[src/rtl/multicycle_issue.sv]
// multicycle_issue
// Issue stage in front of the multicycle execution unit. Fetches an 8-bit
// instruction word from a synchronous ROM, decodes the opcode nibble, reads
// up to two operand registers, presents the instruction until the unit
// pulses its completion trigger, then writes the result back and advances
// the program counter.
//
// Ports:
//   clock, reset                    clock (rising edge), sync active-low reset
//   run                             level enable for fetching new instructions
//   instr_addr / instr_data         ROM address (PC) and data (1-cycle latency)
//   reg_sel_a/b, reg_data_a/b       register-file read selects and data
//   operand_a/b                     latched operands to the execution unit
//   output_to_multicycle_opcode     instruction to the unit (8'h00 = no-op)
//   opcode_next_instruction_trigger completion pulse from the unit
//   output_from_multicycle_opcode   result from the unit
//   wb_en, wb_sel, wb_data          one-cycle register write port
//   busy, halted                    registered state decodes
//   error                           00 none, 01 illegal opcode, 10 timeout
module multicycle_issue #(
  parameter int ADDR_W     = 4,
  parameter int START_ADDR = 0,
  parameter int MAX_WAIT   = 255
) (
  input  logic              clock,
  input  logic              reset,
  input  logic              run,
  output logic [ADDR_W-1:0] instr_addr,
  input  logic [7:0]        instr_data,
  output logic [1:0]        reg_sel_a,
  output logic [1:0]        reg_sel_b,
  input  logic [7:0]        reg_data_a,
  input  logic [7:0]        reg_data_b,
  output logic [7:0]        operand_a,
  output logic [7:0]        operand_b,
  output logic [7:0]        output_to_multicycle_opcode,
  input  logic              opcode_next_instruction_trigger,
  input  logic [7:0]        output_from_multicycle_opcode,
  output logic              wb_en,
  output logic [1:0]        wb_sel,
  output logic [7:0]        wb_data,
  output logic              busy,
  output logic              halted,
  output logic [1:0]        error
);

  // Counter only needs to reach MAX_WAIT-1; the terminal WAIT cycle halts.
  localparam int CNT_W = (MAX_WAIT < 2) ? 1 : $clog2(MAX_WAIT);

  typedef enum logic [2:0] {
    S_IDLE, S_FETCH, S_DECODE, S_READ, S_ISSUE, S_WAIT, S_WB, S_HALT
  } state_t;

  state_t            state, state_nxt;
  logic [ADDR_W-1:0] pc;
  logic [7:0]        ir;
  logic [CNT_W-1:0]  wait_cnt;
  logic              wait_done;

  assign wait_done = (wait_cnt == CNT_W'(MAX_WAIT - 1));

  always_comb begin
    state_nxt = state;
    case (state)
      S_IDLE:   if (run) state_nxt = S_FETCH;
      S_FETCH:  state_nxt = S_DECODE;
      S_DECODE: begin
        // ROM data is valid this cycle, so decode it directly.
        case (instr_data[7:4])
          4'h1, 4'h2, 4'h3, 4'h4: state_nxt = S_READ;
          4'h5:                   state_nxt = S_ISSUE;
          default:                state_nxt = S_HALT;
        endcase
      end
      S_READ:   state_nxt = S_ISSUE;
      S_ISSUE:  state_nxt = opcode_next_instruction_trigger ? S_WB : S_WAIT;
      S_WAIT: begin
        if (opcode_next_instruction_trigger) state_nxt = S_WB;
        else if (wait_done)                  state_nxt = S_HALT;
      end
      S_WB:     state_nxt = run ? S_FETCH : S_IDLE;
      S_HALT:   state_nxt = S_HALT;
      default:  state_nxt = S_IDLE;
    endcase
  end

  always_ff @(posedge clock) begin
    if (!reset) begin
      state  <= S_IDLE;
      busy   <= 1'b0;
      halted <= 1'b0;
    end else begin
      state  <= state_nxt;
      busy   <= !(state_nxt == S_IDLE || state_nxt == S_HALT);
      halted <= (state_nxt == S_HALT);
    end
  end

  always_ff @(posedge clock) begin
    if (!reset) begin
      pc        <= ADDR_W'(START_ADDR);
      ir        <= 8'h00;
      operand_a <= 8'h00;
      operand_b <= 8'h00;
      wb_data   <= 8'h00;
      error     <= 2'b00;
      wait_cnt  <= '0;
    end else begin
      case (state)
        S_DECODE: begin
          ir <= instr_data;
          // Opcode 5 takes no operands; make sure stale ones are not issued.
          if (instr_data[7:4] == 4'h5) begin
            operand_a <= 8'h00;
            operand_b <= 8'h00;
          end
          if (instr_data[7:4] > 4'h5) error <= 2'b01;
        end
        S_READ: begin
          operand_a <= reg_data_a;
          operand_b <= reg_data_b;
        end
        S_ISSUE: begin
          wait_cnt <= '0;
          if (opcode_next_instruction_trigger) wb_data <= output_from_multicycle_opcode;
        end
        S_WAIT: begin
          if (opcode_next_instruction_trigger) wb_data <= output_from_multicycle_opcode;
          else if (wait_done)                  error   <= 2'b10;
          else                                 wait_cnt <= wait_cnt + 1'b1;
        end
        S_WB:    pc <= pc + 1'b1;
        default: ;
      endcase
    end
  end

  assign instr_addr = pc;
  assign reg_sel_a  = (state == S_READ) ? ir[3:2] : 2'b00;
  assign reg_sel_b  = (state == S_READ) ? ir[1:0] : 2'b00;
  assign output_to_multicycle_opcode =
    (state == S_ISSUE || state == S_WAIT) ? ir : 8'h00;
  assign wb_en  = (state == S_WB);
  // Opcode 5 always writes register A.
  assign wb_sel = (state == S_WB && ir[7:4] != 4'h5) ? ir[3:2] : 2'b00;

endmodule

[config.mk]
export PLATFORM = sky130hd
export DESIGN_NAME = multicycle_issue
export DESIGN_NICKNAME = d
export VERILOG_FILES = /design/src/rtl/multicycle_issue.sv
export SDC_FILE = /design/constraint.sdc
export NUM_CORES = 1
export LEC_CHECK = 0
export ABC_AREA = 1
export CAP_MARGIN = 20
export CORE_MARGIN = 3
export CORE_UTILIZATION = 48
export DETAILED_ROUTE_END_ITERATION = 8
export PLACE_DENSITY = 0.94
export REMOVE_ABC_BUFFERS = 1
export SYNTH_ARGS = -nofsm -noshare
export SYNTH_HDL_FRONTEND = slang
export SYNTH_SLANG_ARGS = --single-unit
[constraint.sdc]
create_clock -name clock -period 2.3 [get_ports clock]
set_input_delay 0.345 -clock clock [delete_from_list [all_inputs] [get_ports clock]]
set_output_delay 0.345 -clock clock [all_outputs]
set_load 0.005 [all_outputs]
# Word-level counts from Yosys, hierarchy flattened
# Index checks and enable logic that the tools add are counted.
op_classes:
  bitwise: 0
  addsub: 2
  reduce_logical: 15
  n_mul: 0
  order_cmp: 1
  div: 0
  n_eq_ne: 20
  muxes: 21
  shift: 0
op_table:
  columns: ["op", "n"]
  rows:
  - ["case mux 8 bit (2 select lines)", 3]
  - ["2-to-1 mux 8 bit", 4]
  - ["case mux 3 bit (8 select lines)", 1]
  - ["equality test 3 bit, second input constant", 5]
  - ["2-to-1 mux 2 bit", 7]
  - ["inequality test 2 bit, second input constant", 5]
  - ["2-to-1 mux 3 bit", 3]
  - ["adder 8 x 1 -> 8 bit, second input constant", 1]
  - ["equality test 4 x 2 -> 1 bit, second input constant", 2]
  - ["equality test 4 x 3 -> 1 bit, second input constant", 2]
  - ["equality test 8 bit, second input constant", 1]
  - ["equality test 3 x 2 -> 1 bit, second input constant", 2]
  - ["logical NOT 3 bit", 2]
  - ["case mux 3 bit (2 select lines)", 1]
  - ["nonzero test 2 bit", 3]
  - ["adder 4 x 1 -> 4 bit, second input constant", 1]
  - ["equality test 4 x 1 -> 1 bit, second input constant", 1]
  - ["greater-than comparator 4 x 3 -> 1 bit, second input constant", 1]
  - ["inequality test 4 x 3 -> 1 bit, second input constant", 1]
  - ["case mux 2 bit (2 select lines)", 1]
  - ["AND reduction 2 bit", 2]
  - ["AND reduction 4 bit", 1]
  - ["OR reduction 4 bit", 1]
  - ["equality test 3 x 1 -> 1 bit, second input constant", 1]
  - ["other kinds (6)", 7]
word_totals:
  ramBits: 0
  latchBits: 0
  out_inout_bits: 47
  rom_bits: 0
  reg_bits: 51
  input_bits: 36
  memories: 0
  wordCells: 69

# Logic depth before layout (Yosys ltp)
depth:
  depth_word: 7
  depth_mapped: 11

# Worst setup path before layout
# No wires, ideal clock.
synth_timing:
  path_type: "register to output"
  start: "register state[2]"
  end: "output port wb_sel[0]"
  path_slack_ps: 964
  path_buffers: 1
  path_stages_with_launch: 6
  arrival_time_ps: 991
  path_cell_list: "dfxtp_1 > buf_4 > nand3_1 > inv_1 > o41ai_1 > nor2_1"
synth_between:
  elab_chain_cells: 3
synth_rtl:
  columns: ["item", "line", "rtl"]
  rows:
  - ["from (decl)", "54", "state_t state, state_nxt;"]
  - ["from (signal assigned)", "93", "state <= state_nxt;"]
  - ["equality test 3 bit", null, null]
  - ["via wb_en", "39", "output logic wb_en,"]
  - ["logical AND 1 bit", "145", "assign wb_sel = (state == S_WB && ir[7:4] != 4'h5) ? ir[3:2] : 2'b00;"]
  - ["2-to-1 mux 2 bit", "145", null]
  - ["to (decl)", "40", "output logic [1:0] wb_sel,"]
# The timed path passes the listed nets, and every way through them passes these cells.

# Worst setup path in the final report
layout_timing:
  start: "register state[2]"
  end: "output port wb_sel[1]"
layout_between:
  elab_chain_cells: 3
layout_rtl:
  columns: ["item", "line"]
  rows:
  - ["equality test 3 bit", "145"]
  - ["logical AND 1 bit", "145"]
  - ["2-to-1 mux 2 bit", "145"]
# Every way passes these cells.

==> results.json <==
{
  "wl_microns": 5830,
  "ir_drop_uv": 478,
  "antenna_found_initial": 0,
  "hold_viol": 0,
  "synth_largest_area_cell": "dfxtp_1",
  "dpl-instance-area_sq_um": 3270,
  "worst_pin_slew_ns": 0.460,
  "vias": 2377,
  "reg2reg_from": "state[1]$_SDFF_PN0_",
  "hold_path.class": "reg2reg",
  "status": "completed",
  "min_to": "wb_data[2]$_SDFFE_PN0P_",
  "dieArea_sq_um": 5860,
  "port_buffers": 82,
  "place.gp.congestion": 0.923,
  "drtIter0Drc": 198,
  "cts_tree": "built",
  "finalMaxSlewViolations": 0,
  "io_pins": 83,
  "critical_path.endpoint_type": "output pin",
  "fp.coreArea_sq_um": 4750,
  "netlist_area_sq_um": 2390,
  "synth_edf_count": 0,
  "setup_tns_ns": 0,
  "clock_sinks": 51,
  "dp_hpwl_microns": 4380,
  "routedWlPerCell_microns": 11.7,
  "post-synth-top-count-cell": "inv_1",
  "yosysUniqueCellTypes": 27,
  "setup_viol": 0,
  "synthToLayoutAreaGrowth_pct": 40.5,
  "die_y_microns": 76.5,
  "regToRegSetupSlack_ns": 0.67,
  "die_w_microns": 76.5,
  "clk_pin_slew_ns": 0.09,
  "cp_data_required_time_ns": 1.96,
  "synth_common_cells": "inv_1, nor2_1, dfxtp_1, nand2_1, a21oi_1",
  "htree_levels": 2,
  "synth_area_leaders": "dfxtp_1, inv_1, nor2_1",
  "cts_resized": 0,
  "async_flop_share_pct": 0,
  "ys_ff_latch": 51,
  "insertion_delay_ns": 0.30,
  "postSynthAreaPerCell_sq_um": 6.86,
  "initial_core_util_pct": 50.2,
  "rsz0062_at_grt": "false",
  "clock_skew_ns": 0.00539,
  "powerDensity_nw_per_um2": 755,
  "grt_max_degree": 27,
  "synthCells": 348,
  "min_period_ns": 2.06,
  "fin_crit_sh_pct": 89.4,
  "antenna_left": 0,
  "hold_depth": 2,
  "numCtsBuffers": 5,
  "cts_buffer_depth": 2,
  "worstSetupStartpointType": "flop",
  "firstDrtPassIters": 4,
  "synth_top_area_share_pct": 42.7,
  "drive_above_1_share_pct": 5.79,
  "postCtsHoldBufs": 0,
  "avgViaCountPerCell": 4.76,
  "arrival_ns": 1.71,
  "ys.flop_type": "dfxtp_1",
  "ys_seq_area_share_pct": 42.7,
  "grt_usage_pct": 20.5,
  "final_nets": 470,
  "drcViolationCount": 0,
  "fmax_ghz": 0.486,
  "r2r_end": "operand_a[5]$_SDFFE_PN0P_",
  "grt_pass1_wl_microns": 10100,
  "r2r_cells": 7,
  "max_cap_violations": 0,
  "cts_root_buf": "clkbuf_8",
  "grt-ovfl-total": 0,
  "synth_warnings": 0,
  "crit_type": "reg2out",
  "n_antenna_cell": 0,
  "grt_pass1_vias": 2375,
  "post_cts_buffers": 0,
  "num_rows": 25,
  "maxSlewHeadroom_pct": 69.2,
  "finalInstanceArea_sq_um": 3360,
  "critPathMaxFanout": 11,
  "p_leak_uw": 0.00132,
  "hp-start": "wb_data[2]$_SDFFE_PN0P_"
}
cell families after synthesis:
family	synth area share (%)
buf+inv	15.8
flops	42.7
compound gates	15.8
fa+ha+maj	1.57
xor+xnor	1.10
simple gates	23.0
worst max-delay path by stage:
stage	start	end	depth (start not counted)
6_report	state[2]$_SDFF_PN0_	wb_sel[1]	5
5_1_grt	state[2]$_SDFF_PN0_	wb_sel[1]	5
4_1_cts	state[2]$_SDFF_PN0_	output_to_multicycle_opcode[4]	3
3_5_place_dp	instr_data[5]	operand_a[5]$_SDFFE_PN0P_	7
3_3_place_gp	instr_data[5]	operand_b[5]$_SDFFE_PN0P_	7
2_1_floorplan	state[2]$_SDFF_PN0_	operand_a[0]$_SDFFE_PN0P_	6
power by group:
| group | internal (uW) | leakage (uW) | total, uW | switching, uW |
|---|---|---|---|---|
| clock network | 213 | 0.0000412 | 496 | 283 |
| logic | 383 | 0.000870 | 894 | 511 |
| registers | 1030 | 0.000414 | 1140 | 108 |
cells in the final DEF (no fill, tap or decap), types with 4 or more instances in the layout:
cell             instances
inv_1                   82
clkdlybuf4s50_1         82
nor2_1                  59
dfxtp_1                 50
nand2_1                 38
a21oi_1                 26
o21ai_0                 23
nand3_1                 17
o22ai_1                 15
clkbuf_8                 5
buf_4                    4
metal layers:
layer / GRT usage [%] / part of all wire, % / vias to the layer above / wire length, microns
met4: 8.51 / 2.6 / 0 / 153
met5: 0 / 0 / - / 0
met2: 38.0 / 51 / 78 / 2970
met1: 22.7 / 41 / 1045 / 2410
met3: 4.02 / 5.2 / 19 / 303
li1: - / - / 1235 / -
critical path: stages (launching register included):
cell             delay [ns]
dfxtp_2                0.45
nand3_1                0.13
inv_1                  0.11
o41ai_1                0.09
nor2_1                 0.10
clkdlybuf4s50_1        0.52
final cells by class:
class / count / area, sq um
clock buffers: 6 / 72.6
clock inverters: 2 / 12.5
fillers: 388 / 1400
inverters: 86 / 323
multi-input cells: 201 / 991
flip-flops and latches: 51 / 1020
well taps: 67 / 83.8
repair buffers: 86 / 851
through the flow:
stage / utilization, % / hold WS, ns / total power, uW / setup WS (ns) / std cells
2_1_floorplan: - / 0.440 / 1680 / 0.681 / 338
3_3_place_gp: 68.8 / 0.432 / 2010 / 0.446 / 491
3_5_place_dp: 68.8 / 0.442 / 2040 / 0.369 / 491
4_1_cts: 70.6 / 0.454 / 2550 / 0.0790 / 499
5_1_grt: 70.6 / 0.474 / 2720 / 0.0894 / 499
6_report: 70.6 / 0.454 / 2530 / 0.243 / 499
sequential cells by signal, summed over array words and instances, names as in the netlist:
| signal | cells |
|---|---|
| ir | 8 |
| operand_a | 8 |
| operand_b | 8 |
| wait_cnt | 8 |
| wb_data | 8 |
| instr_addr | 4 |
| state | 3 |
| error | 2 |
| busy | 1 |
| halted | 1 |
Power figures use the tool's default switching activity.
